File: src/rtl/irq_controller_if.sv
// -----------------------------------------------------------------------------
// irq_controller_if : core-side request/acknowledge and register-access bundle
// Revision 1.0
// -----------------------------------------------------------------------------
`default_nettype none

interface irq_controller_if #(
  parameter int NUM_IRQ = 5
);
  logic               i_global_en;
  logic               i_mask_we;
  logic [NUM_IRQ-1:0] i_mask_wdata;
  logic               i_clr_we;
  logic [NUM_IRQ-1:0] i_clr_wdata;
  logic               i_ack;
  logic               o_irq;
  logic [2:0]         o_irq_id;
  logic [NUM_IRQ-1:0] o_pending;
  logic [NUM_IRQ-1:0] o_mask;

  modport slave (
    input  i_global_en, i_mask_we, i_mask_wdata, i_clr_we, i_clr_wdata, i_ack,
    output o_irq, o_irq_id, o_pending, o_mask
  );

  modport master (
    output i_global_en, i_mask_we, i_mask_wdata, i_clr_we, i_clr_wdata, i_ack,
    input  o_irq, o_irq_id, o_pending, o_mask
  );
endinterface

`default_nettype wire

File: src/rtl/irq_controller.sv
// -----------------------------------------------------------------------------
// irq_controller : synchronizes interrupt pins, latches pending, masks and
//                  arbitrates one held request to the core.
// Revision 1.0
// -----------------------------------------------------------------------------
`default_nettype none

module irq_controller #(
  parameter int                 NUM_IRQ     = 5,
  parameter int                 SYNC_STAGES = 2,
  parameter logic [NUM_IRQ-1:0] EDGE_MASK   = {NUM_IRQ{1'b1}}
) (
  input  logic               clk,
  input  logic               reset,
  input  logic [NUM_IRQ-1:0] i_interruption,
  irq_controller_if.slave    bus
);

  localparam int ID_W = 3;

  typedef enum logic [1:0] {
    IDLE = 2'd0,
    REQ  = 2'd1,
    GAP  = 2'd2
  } state_t;

  logic [NUM_IRQ-1:0] sync_q [SYNC_STAGES];
  logic [NUM_IRQ-1:0] prev_q;
  logic [NUM_IRQ-1:0] pend_q;
  logic [NUM_IRQ-1:0] pend_d;
  logic [NUM_IRQ-1:0] mask_q;
  state_t             state_q;
  logic               irq_q;
  logic [ID_W-1:0]    irq_id_q;

  logic [NUM_IRQ-1:0] s_w;
  logic [NUM_IRQ-1:0] rise_w;
  logic [NUM_IRQ-1:0] sel_w;
  logic [NUM_IRQ-1:0] sw_clr_w;
  logic [NUM_IRQ-1:0] clr_w;
  logic [NUM_IRQ-1:0] elig_w;
  logic [ID_W-1:0]    win_w;
  logic               ack_w;
  logic               sw_drop_w;

  always_ff @(posedge clk) begin
    if (reset) begin
      for (int k = 0; k < SYNC_STAGES; k++) sync_q[k] <= '0;
      prev_q <= '0;
    end else begin
      sync_q[0] <= i_interruption;
      for (int k = 1; k < SYNC_STAGES; k++) sync_q[k] <= sync_q[k-1];
      prev_q <= s_w;
    end
  end

  assign s_w    = sync_q[SYNC_STAGES-1];
  assign rise_w = s_w & ~prev_q;

  always_comb begin
    sel_w = '0;
    for (int i = 0; i < NUM_IRQ; i++) sel_w[i] = (irq_id_q == ID_W'(i));
  end

  assign ack_w    = (state_q == REQ) && bus.i_ack;
  assign sw_clr_w = {NUM_IRQ{bus.i_clr_we}} & bus.i_clr_wdata;
  assign clr_w    = sw_clr_w | (sel_w & {NUM_IRQ{ack_w}});

  // Edge lines: a fresh rising edge beats any clear in the same cycle.
  // Level lines simply mirror the synchronized pin.
  assign pend_d = (EDGE_MASK & (rise_w | (pend_q & ~clr_w))) | (~EDGE_MASK & s_w);

  // Retract only when software actually removes the requested edge bit.
  assign sw_drop_w = |(sel_w & EDGE_MASK & sw_clr_w & ~rise_w);

  always_ff @(posedge clk) begin
    if (reset) begin
      pend_q <= '0;
      mask_q <= '0;
    end else begin
      pend_q <= pend_d;
      if (bus.i_mask_we) mask_q <= bus.i_mask_wdata;
    end
  end

  assign elig_w = pend_q & mask_q & {NUM_IRQ{bus.i_global_en}};

  always_comb begin
    win_w = '0;
    for (int i = NUM_IRQ - 1; i >= 0; i--) begin
      if (elig_w[i]) win_w = ID_W'(i);
    end
  end

  always_ff @(posedge clk) begin
    if (reset) begin
      state_q  <= IDLE;
      irq_q    <= 1'b0;
      irq_id_q <= '0;
    end else begin
      case (state_q)
        IDLE: begin
          if (|elig_w) begin
            irq_id_q <= win_w;
            irq_q    <= 1'b1;
            state_q  <= REQ;
          end
        end
        REQ: begin
          if (bus.i_ack) begin
            irq_q   <= 1'b0;
            state_q <= GAP;
          end else if (sw_drop_w) begin
            irq_q   <= 1'b0;
            state_q <= IDLE;
          end
        end
        GAP: begin
          state_q <= IDLE;
        end
        default: begin
          irq_q   <= 1'b0;
          state_q <= IDLE;
        end
      endcase
    end
  end

  assign bus.o_irq     = irq_q;
  assign bus.o_irq_id  = irq_id_q;
  assign bus.o_pending = pend_q;
  assign bus.o_mask    = mask_q;

endmodule

`default_nettype wire

File: src/flat_wrapper.sv
// flat-port wrapper written by rule: the top's interface ports become plain ports
module irq_controller_flat 
#(
  parameter int                 NUM_IRQ     = 5,
  parameter int                 SYNC_STAGES = 2,
  parameter logic [NUM_IRQ-1:0] EDGE_MASK   = {NUM_IRQ{1'b1}}
)
  (clk, reset, i_interruption, bus_i_global_en, bus_i_mask_we, bus_i_mask_wdata, bus_i_clr_we, bus_i_clr_wdata, bus_i_ack, bus_o_irq, bus_o_irq_id, bus_o_pending, bus_o_mask);
  irq_controller_if #(.NUM_IRQ(NUM_IRQ)) bus_i ();
  input  logic clk;
  input  logic reset;
  input  logic [NUM_IRQ-1:0] i_interruption;
  input wire logic [$bits(bus_i.i_global_en)-1:0] bus_i_global_en;
  input wire logic [$bits(bus_i.i_mask_we)-1:0] bus_i_mask_we;
  input wire logic [$bits(bus_i.i_mask_wdata)-1:0] bus_i_mask_wdata;
  input wire logic [$bits(bus_i.i_clr_we)-1:0] bus_i_clr_we;
  input wire logic [$bits(bus_i.i_clr_wdata)-1:0] bus_i_clr_wdata;
  input wire logic [$bits(bus_i.i_ack)-1:0] bus_i_ack;
  output wire logic [$bits(bus_i.o_irq)-1:0] bus_o_irq;
  output wire logic [$bits(bus_i.o_irq_id)-1:0] bus_o_irq_id;
  output wire logic [$bits(bus_i.o_pending)-1:0] bus_o_pending;
  output wire logic [$bits(bus_i.o_mask)-1:0] bus_o_mask;
  assign bus_i.i_global_en = bus_i_global_en;
  assign bus_i.i_mask_we = bus_i_mask_we;
  assign bus_i.i_mask_wdata = bus_i_mask_wdata;
  assign bus_i.i_clr_we = bus_i_clr_we;
  assign bus_i.i_clr_wdata = bus_i_clr_wdata;
  assign bus_i.i_ack = bus_i_ack;
  assign bus_o_irq = bus_i.o_irq;
  assign bus_o_irq_id = bus_i.o_irq_id;
  assign bus_o_pending = bus_i.o_pending;
  assign bus_o_mask = bus_i.o_mask;
  irq_controller #(.NUM_IRQ(NUM_IRQ), .SYNC_STAGES(SYNC_STAGES), .EDGE_MASK(EDGE_MASK)) u_core (.clk(clk), .reset(reset), .i_interruption(i_interruption), .bus(bus_i));
endmodule
File: config.mk
export PLATFORM = sky130hd
export DESIGN_NAME = irq_controller_flat
export DESIGN_NICKNAME = d
export VERILOG_FILES = /design/src/rtl/irq_controller_if.sv /design/src/rtl/irq_controller.sv /design/src/flat_wrapper.sv
export SDC_FILE = /design/constraint.sdc
export NUM_CORES = 1
export LEC_CHECK = 0
export ABC_AREA = 1
export BUFFER_PORTS_ARGS = -buffer_cell sky130_fd_sc_hd__buf_2
export CAP_MARGIN = 20
export CORE_MARGIN = 1
export CORE_UTILIZATION = 45
export CTS_CLUSTER_SIZE = 12
export DETAILED_ROUTE_END_ITERATION = 7
export GPL_TIMING_DRIVEN = 0
export PLACE_DENSITY = 0.71
export SYNTH_ARGS = -nofsm -noshare
export SYNTH_HDL_FRONTEND = slang
export SYNTH_SLANG_ARGS = --single-unit
File: constraint.sdc
create_clock -name clk -period 1.02 [get_ports clk]
set_input_delay 0.051 -clock clk [delete_from_list [all_inputs] [get_ports clk]]
set_output_delay 0.051 -clock clk [all_outputs]
set_load 0.05 [all_outputs]
Yosys cells after proc, flatten, opt, wreduce, memory -nomap -nowiden
Memory sizes are Yosys's and may differ from the RTL's. Cells that the tools add are included.

Add/subtract/negate cells: 0. Multipliers: 0. Div/mod/pow operators: 0. Magnitude comparators: 0. Equal/unequal tests: 8. Shift operators: 0. Muxes and demuxes: 18. Bitwise gates (word level): 16. Reduce and logical (&&, ||, !) cells: 8.

Operators by type and width (number): $and 5x5->5 (8); $mux 3 (5); $not 5->5 (3); $mux 5 (2); $or 5x5->5 (2); $reduce_or 5->1 (2); $eq 3x2->1 const B (2); $mux 1 (6); $mux 2 (3); $pmux 2 s2 (1); $reduce_and 2->1 (2); $eq 3x1->1 const B (1); $eq 3x3->1 const B (1); $logic_not 3->1 (1); $ne 3x2->1 const B (1); $pmux 1 s3 (1); $reduce_and 3->1 (1); $eq 2x1->1 const B (1); $eq 2x2->1 const B (1); $logic_not 2->1 (1); $ne 2x1->1 const B (1); $or 1x1->1 (2); $logic_and 1x1->1 (1); $not 1->1 (1).

Bits in registers: 21. Bits in latches: 0. Memory bits (writable): 10. Memory bits (read-only): 0. Input port bits: 21. Output and inout port bits: 14. Word-level logic and storage cells: 57. Memories kept: 1.

Memories: u_core.sync_q (words 2, bits a word 5, read ports 2, clocked after memory_dff 0, write ports 2, RTL line irq_controller.sv:27) `logic [NUM_IRQ-1:0] sync_q [SYNC_STAGES];`.

Depth between registers and ports, before layout
Gate-level depths: netlist of run 1.

Word-level depth: 8. Depth in mapped cells: 9. Mapped depth without buffers: 9.

Least setup slack after synthesis of run 1
OpenSTA, ideal clock, no wires.

Kind: register -> register. Start: register u_core.mask_q[4] (netlist: u_core.bus.o_mask[4]). End: register u_core.irq_q (netlist: u_core.bus.o_irq). Setup time: 0.132 ns. Arrival: 1.294 ns. Required time: 0.888 ns. Setup slack: -0.406 ns. Cell stages (with the launch flop): 8. Path buffers: 0. Clock period less this slack: 1.426 ns. Cell sequence: dfxtp_1 > nand3_1 > inv_1 > nor2_1 > a21oi_1 > nand2_1 > nand2_1 > a21oi_1.

Cells in the longest elaborated chain, start to end: 5.

Ends and longest elaborated chain: from (decl) (RTL line irq_controller.sv:31) `logic [NUM_IRQ-1:0] mask_q;`; from (signal assigned) (RTL line irq_controller.sv:82) `if (bus.i_mask_we) mask_q <= bus.i_mask_wdata;`; $and 5x5->5 (2 in series) (RTL line irq_controller.sv:86) `assign elig_w = pend_q & mask_q & {NUM_IRQ{bus.i_global_en}};`; $reduce_or 5->1 (RTL line irq_controller.sv:103) `if (|elig_w) begin`; $ne 2x1->1 (no source line); $reduce_and 3->1 (no source line); to (signal assigned) (RTL line irq_controller.sv:105) `irq_q <= 1'b1;`; to (signal assigned) (RTL line irq_controller.sv:111) `irq_q <= 1'b0;`; to (signal assigned) (RTL line irq_controller.sv:114) `irq_q <= 1'b0;`; to (decl) (RTL line irq_controller.sv:33) `logic irq_q;`.

Every way passes these cells. A chain may end at the register's enable or synchronous reset.

Final worst setup path of run 1
Start: register u_core.irq_id_q[0] (netlist: u_core.bus.o_irq_id[0]). End: register u_core.irq_q (netlist: u_core.bus.o_irq).

Cells in the longest elaborated chain, start to end: 6. Elaborated cells on any way between the ends: 10. Those cells by class: eq/ne: 5; bitwise: 2; reduce/logical: 3.

Ends and longest elaborated chain: from (decl) (RTL line irq_controller.sv:34) `logic [ID_W-1:0] irq_id_q;`; from (signal assigned) (RTL line irq_controller.sv:104) `irq_id_q <= win_w;`; $eq 3x1->1, or another cell as far along (RTL line irq_controller.sv:62) `for (int i = 0; i < NUM_IRQ; i++) sel_w[i] = (irq_id_q == ID_W'(i));`; $and 5x5->5 * (2 in series) (RTL line irq_controller.sv:74) `assign sw_drop_w = |(sel_w & EDGE_MASK & sw_clr_w & ~rise_w);`; $reduce_or 5->1 * (RTL line irq_controller.sv:74); $ne 3x2->1 (no source line) *; $reduce_and 3->1 (no source line) *; to (signal assigned) (RTL line irq_controller.sv:98) `irq_q <= 1'b0;`; to (signal assigned) (RTL line irq_controller.sv:105); to (signal assigned) (RTL line irq_controller.sv:111).

Mark *: on every way between the ends. The rest lies on a longest branch, timed or not.

==> results of run 1 <==
repair_timing:
action	in CTS	in global routing
endpoints found under the setup margin	15	16
buffers inserted	2	4
pin swaps	14	17
hold buffers	12	0
gates resized for setup	20	23
endpoints found under the hold margin	11	0
cell usage after synthesis:
cell type,instances,area share
a21boi_0,1,0.0060
a21oi_1,15,0.060
a21oi_2,1,0.0070
clkbuf_1,3,0.0091
dfxtp_1,31,0.50
inv_1,34,0.10
nand2_1,33,0.10
nand2_2,1,0.0050
nand2_4,2,0.018
nand3_1,10,0.040
nand3b_1,1,0.0060
nand4_1,1,0.0050
nor2_1,29,0.088
nor2_2,1,0.0050
nor2_4,1,0.0091
nor3_1,1,0.0040
o211ai_1,5,0.030
o21a_1,1,0.0060
metal layers:
layer / track usage / vias to the layer above
met5: 0 / -
met4: 0.162 / 0
met3: 0.0528 / 11
met2: 0.400 / 37
met1: 0.267 / 547
li1: - / 640
sequential cells by signal, summed over array words and instances (netlist names):
| name | cells |
|---|---|
| u_core.bus.o_pending | 5 |
| u_core.state_q | 2 |
| u_core.bus.o_mask | 5 |
| u_core.sync_q | 10 |
| u_core.bus.o_irq_id | 3 |
| u_core.prev_q | 5 |
| u_core.bus.o_irq | 1 |
cell type report:
class | instances | area, um^2 | share of cell area
flip-flops and latches | 31 | 672 | 0.350
multi-input cells | 103 | 599 | 0.312
repair buffers | 52 | 397 | 0.207
inverters | 34 | 130 | 0.0678
clock buffers | 7 | 65.1 | 0.0339
well taps | 30 | 37.5 | 0.0196
plain buffers | 3 | 11.3 | 0.00587
clock inverters | 1 | 6.26 | 0.00326
critical path: stages, from the launching register on:
cell and delay, ps:
dfxtp_4 380, nor2_4 130, nand2_2 80, nor2_1 110, nor2_1 50, nand3_1 90
nand2_1 70, nand2_2 60, a21oi_2 40
logic make-up (layout without fill, tap and decap cells):
kind of cell           after synthesis  count (layout)  synth area share
AO/OA/AOI/OAI                       23              23             0.110
buffers and inverters               37              97             0.112
flip-flops                          31              31             0.499
AND/OR/NAND/NOR                     80              80             0.280
worst paths after layout:
path / start / end / slack (ps) / cells after the start
min: bus_i_clr_wdata[3] / u_core.bus.o_pending[3]$_SDFF_PP0_ / 10 / 4
max: u_core.bus.o_irq_id[0]$_SDFFE_PP0P_ / u_core.bus.o_irq$_SDFFE_PP0P_ / -110 / 8
max reg2reg: u_core.bus.o_irq_id[0]$_SDFFE_PP0P_ / u_core.bus.o_irq$_SDFFE_PP0P_ / -110 / 8
min reg2reg: u_core.sync_q[0][1]$_SDFF_PP0_ / u_core.sync_q[0][6]$_SDFF_PP0_ / 410 / 2
power groups by stage:
stage	logic (mW)	clock network, mW	registers, mW
after floorplan	0.107	0	1.38
after global placement	0.277	0	1.30
after detailed placement	0.283	0	1.30
after CTS	0.334	0.849	1.28
after global routing	0.396	0.910	1.29
final	0.364	0.832	1.28
==> qor.yml, run 1 <==
pwr-share-clk: 0.336
synthCells: 171
wl_um: 3070
design_area_um2: 1920
syn_nets: 192
grt_remaining_overflow: 0
hold_violations: 0
worst-setup-path-type: "register to register"
powerDensity_nw_per_um2: 1290
boundaryPins: 35
diodes: 0
place_area_um2: 1530
instances_no_fill: 261
critPathCaptureType: "register"
die_y_um: 54.6
p_leak_nw: 0.868
dp_slack_ps: -87.6
violations: "negative setup slack"
worstPathRequired_ps: 1250
skew_ps: 9.78
route.met3.wl_um: 111
hold-worst-slack_ps: 13.9
maxUsedRoutingLayer: "met4"
firstDrtPassIters: 4
avgRoutedWirePerCell_um: 11.8
synth.avg_cell_area_um2: 7.27
fill_cells: 185
die_x_um: 54.6
cp_max_fo: 5
clk_latency_ps: 340
core_um2: 2540
area_delta_synth_final_pct: 54.2
critPathArrivalTime_ps: 1360
wl_met1_um: 1320
cts_tree: "done"
yosysSeqAreaShare: 0.499
grt_max_degree: 11
ant_nets: 0
comb_power_share: 0.147
max_slew_margin: 0.659
start_util: 0.489
numCtsBuffers: 5
groute.usage.overall: 0.239
cts_root_buffer: "clkbuf_4"
yosysWarnings: 0
dieArea_um2: 2980
grt_pass1_vias: 1137
intPower_mw: 1.79
p_sw_frac: 0.277
vias: 1235
hpwl_um: 1990
antenna_found_initial: 0
ys_types: 18
rows: 18
wl_met2_um: 1540
final_common_cell: "inv_1"
max_freq_ghz: 0.885
fin_crit_ps: 1130
max_cap_violations: 0
vdd_drop_max_uv: 1170
min_path_type: "primary input to register"
fin_nets: 251
htreeDepth: 2
yosys_register_bits: 31
sequentialPowerShare: 0.518
clockBufferDepth: 2
grt_pass1_wl_um: 4820
power_mw: 2.48
tns_ps: -448
worst_pin_slew_ps: 511
crit_path_start_kind: "register"
period_share: 1.11
setup_viol: 7
rsz0062_at_grt: "yes"
dp.cells: 235
layout_setup_ws_ps: -110
gp_congestion: 0.859
outcome: "complete, but fails checks"
drtIter0Drc: 14
clock-sinks: 31
viasPerCell: 4.73
drive_above_1_share: 0.394
port_buffers: 34
netSwitchingPower_uw: 686
post-route-util: 0.754
cts.clk_slew.worst_paths_ps: 100
mostFrequentLayoutCells: "inv_1, nand2_1, nor2_1"
remaining_drc_errors: 0
synth.cell_area_um2: 1240
slew_violations: 0
No activity file was read; power rests on OpenSTA's default activity.
==> run 2, diff against run 1 <==
--- a/config.mk
+++ b/config.mk
@@ -8,12 +8,15 @@
 export ABC_AREA = 1
 export BUFFER_PORTS_ARGS = -buffer_cell sky130_fd_sc_hd__buf_2
 export CAP_MARGIN = 20
+export CORE_ASPECT_RATIO = 0.8
 export CORE_MARGIN = 1
 export CORE_UTILIZATION = 45
+export CTS_BUF_LIST = sky130_fd_sc_hd__clkbuf_16
 export CTS_CLUSTER_SIZE = 12
 export DETAILED_ROUTE_END_ITERATION = 7
 export GPL_TIMING_DRIVEN = 0
 export PLACE_DENSITY = 0.71
+export SLEW_MARGIN = 10
 export SYNTH_ARGS = -nofsm -noshare
 export SYNTH_HDL_FRONTEND = slang
 export SYNTH_SLANG_ARGS = --single-unit
==> run 2 against run 1 <==
The flow still finishes with violations (negative setup slack). Setup slack improved by 28 ps. Global-route usage is 2.2 points lower. Count of clock-buffer cells in the layout is 2 lower. Sequential power hardly changed. Flip-flop and latch count did not move. Routed wire length is 3.3% lower. Register-to-register slack improved by 30 ps. Cell count decreased by 1.9%. Critical path depth unchanged. Critical path type unchanged.
==> qor.yml, run 2 (same netlist as run 1, synthesis figures left out) <==
pwr-share-clk: 0.453
start_util: 0.493
grt_pass1_wl_um: 4680
grt_max_degree: 11
viasPerCell: 4.75
regMostFlops: "u_core.sync_q"
p_sw_frac: 0.239
antenna_found_initial: 0
place_area_um2: 1540
outcome: "complete, but fails checks"
tns_ps: -177
fin_crit_ps: 1100
netSwitchingPower_uw: 700
gp_congestion: 0.805
sequentialPowerShare: 0.440
drtIter0Drc: 50
crit_path_start_kind: "register"
worstPathRequired_ps: 1150
worst-setup-path-type: "register to register"
clock-sinks: 31
vias: 1216
grt_pass1_vias: 1154
grt_remaining_overflow: 0
r2r_setup_slack_ps: -80
ant_nets: 0
avgRoutedWirePerCell_um: 11.6
p_leak_nw: 0.843
clk_latency_ps: 270
rsz0062_at_grt: "yes"
rows: 16
firstDrtPassIters: 4
slew_violations: 0
drive_above_1_share: 0.368
max_cap_violations: 0
max_freq_ghz: 0.907
maxUsedRoutingLayer: "met4"
die_x_um: 60.8
min_path_type: "primary input to register"
critPathCaptureType: "register"
critPathArrivalTime_ps: 1230
multi_input_area_um2: 583
area_delta_synth_final_pct: 45.9
skew_ps: 5.48
cp_max_fo: 5
setup_viol: 7
largest_reg_flops: 10
violations: "negative setup slack"
remaining_drc_errors: 0
boundaryPins: 35
wl_um: 2970
period_share: 1.08
wl_met1_um: 1260
mostFrequentLayoutCells: "buf_2, inv_1, nand2_1"
wl_met2_um: 1480
regArea_um2: 672
numCtsBuffers: 5
clockBufferDepth: 2
diodes: 0
fin_nets: 240
layout_setup_ws_ps: -82.5
htreeDepth: 2
groute.usage.overall: 0.217
hold_violations: 0
route.met3.wl_um: 148
hpwl_um: 2100
fill_cells: 216
comb_power_share: 0.107
powerDensity_nw_per_um2: 1620
port_buffers: 34
cts_tree: "done"
vdd_drop_max_uv: 1320
dp_slack_ps: -60.2
worst_pin_slew_ps: 524
intPower_mw: 2.23
cts.clk_slew.worst_paths_ps: 50
max_slew_margin: 0.651
die_y_um: 49.0
dieArea_um2: 2980
cts_root_buffer: "clkbuf_16"
core_um2: 2520
final_common_cell: "buf_2"
design_area_um2: 1810
run 2: power groups by stage:
stage / clock network (mW) / registers (mW) / logic (mW)
final: 1.33 / 1.29 / 0.314
after global placement: 0 / 1.30 / 0.279
after global routing: 1.41 / 1.29 / 0.344
after floorplan: 0 / 1.38 / 0.107
after CTS: 1.37 / 1.28 / 0.307
after detailed placement: 0 / 1.30 / 0.287
run 2: final timing paths:
check | from | to | cells after the start
max reg2reg | u_core.bus.o_irq_id[0]$_SDFFE_PP0P_ | u_core.bus.o_irq$_SDFFE_PP0P_ | 8
max | u_core.bus.o_irq_id[0]$_SDFFE_PP0P_ | u_core.bus.o_irq$_SDFFE_PP0P_ | 8
min reg2reg | u_core.sync_q[0][3]$_SDFF_PP0_ | u_core.sync_q[0][8]$_SDFF_PP0_ | 2
min | bus_i_mask_wdata[4] | u_core.bus.o_mask[4]$_SDFFE_PP0P_ | 3
run 2: worst max-delay path, cell delays in order, from the launching register on:
cell	delay (ps)
dfxtp_4	370
nor2_4	130
nand2_2	70
nor2_1	80
nor2_1	60
nand3_1	100
nand2_1	60
nand2_1	50
a21oi_1	50
run 2: area by class of cell:
cell class                 instances  area share
multi-input combinational        103       0.321
inverter                          34      0.0717
tap                               36      0.0248
timing repair buffer              41       0.130
sequential                        31       0.370
clock buffer                       5      0.0690
buffer                             3     0.00621
clock inverter                     3     0.00690
run 2: stage by stage:
stage	hold WS, ps	cells	utilization	power [mW]
floorplan	158	171	-	1.49
global placement	248	241	0.611	1.58
detailed placement	261	241	0.611	1.59
CTS	1.09	253	0.697	2.96
global route	48.0	256	0.719	3.05
finish	31.0	256	0.719	2.93
run 2: what timing repair did:
| action | CTS | global route |
|---|---|---|
| resized for setup | 12 | 7 |
| pin swaps | 13 | 7 |
| endpoints found under the setup margin | 8 | 9 |
| gates cloned | 0 | 0 |
| hold buffers | 4 | 1 |
| setup buffers | 0 | 2 |
| endpoints found under the hold margin | 4 | 1 |
run 2: per-layer routing:
metal / global-route usage / vias up
li1: - / 619
met1: 0.254 / 547
met2: 0.346 / 39
met3: 0.0637 / 11
met4: 0.125 / 0
met5: 0 / -
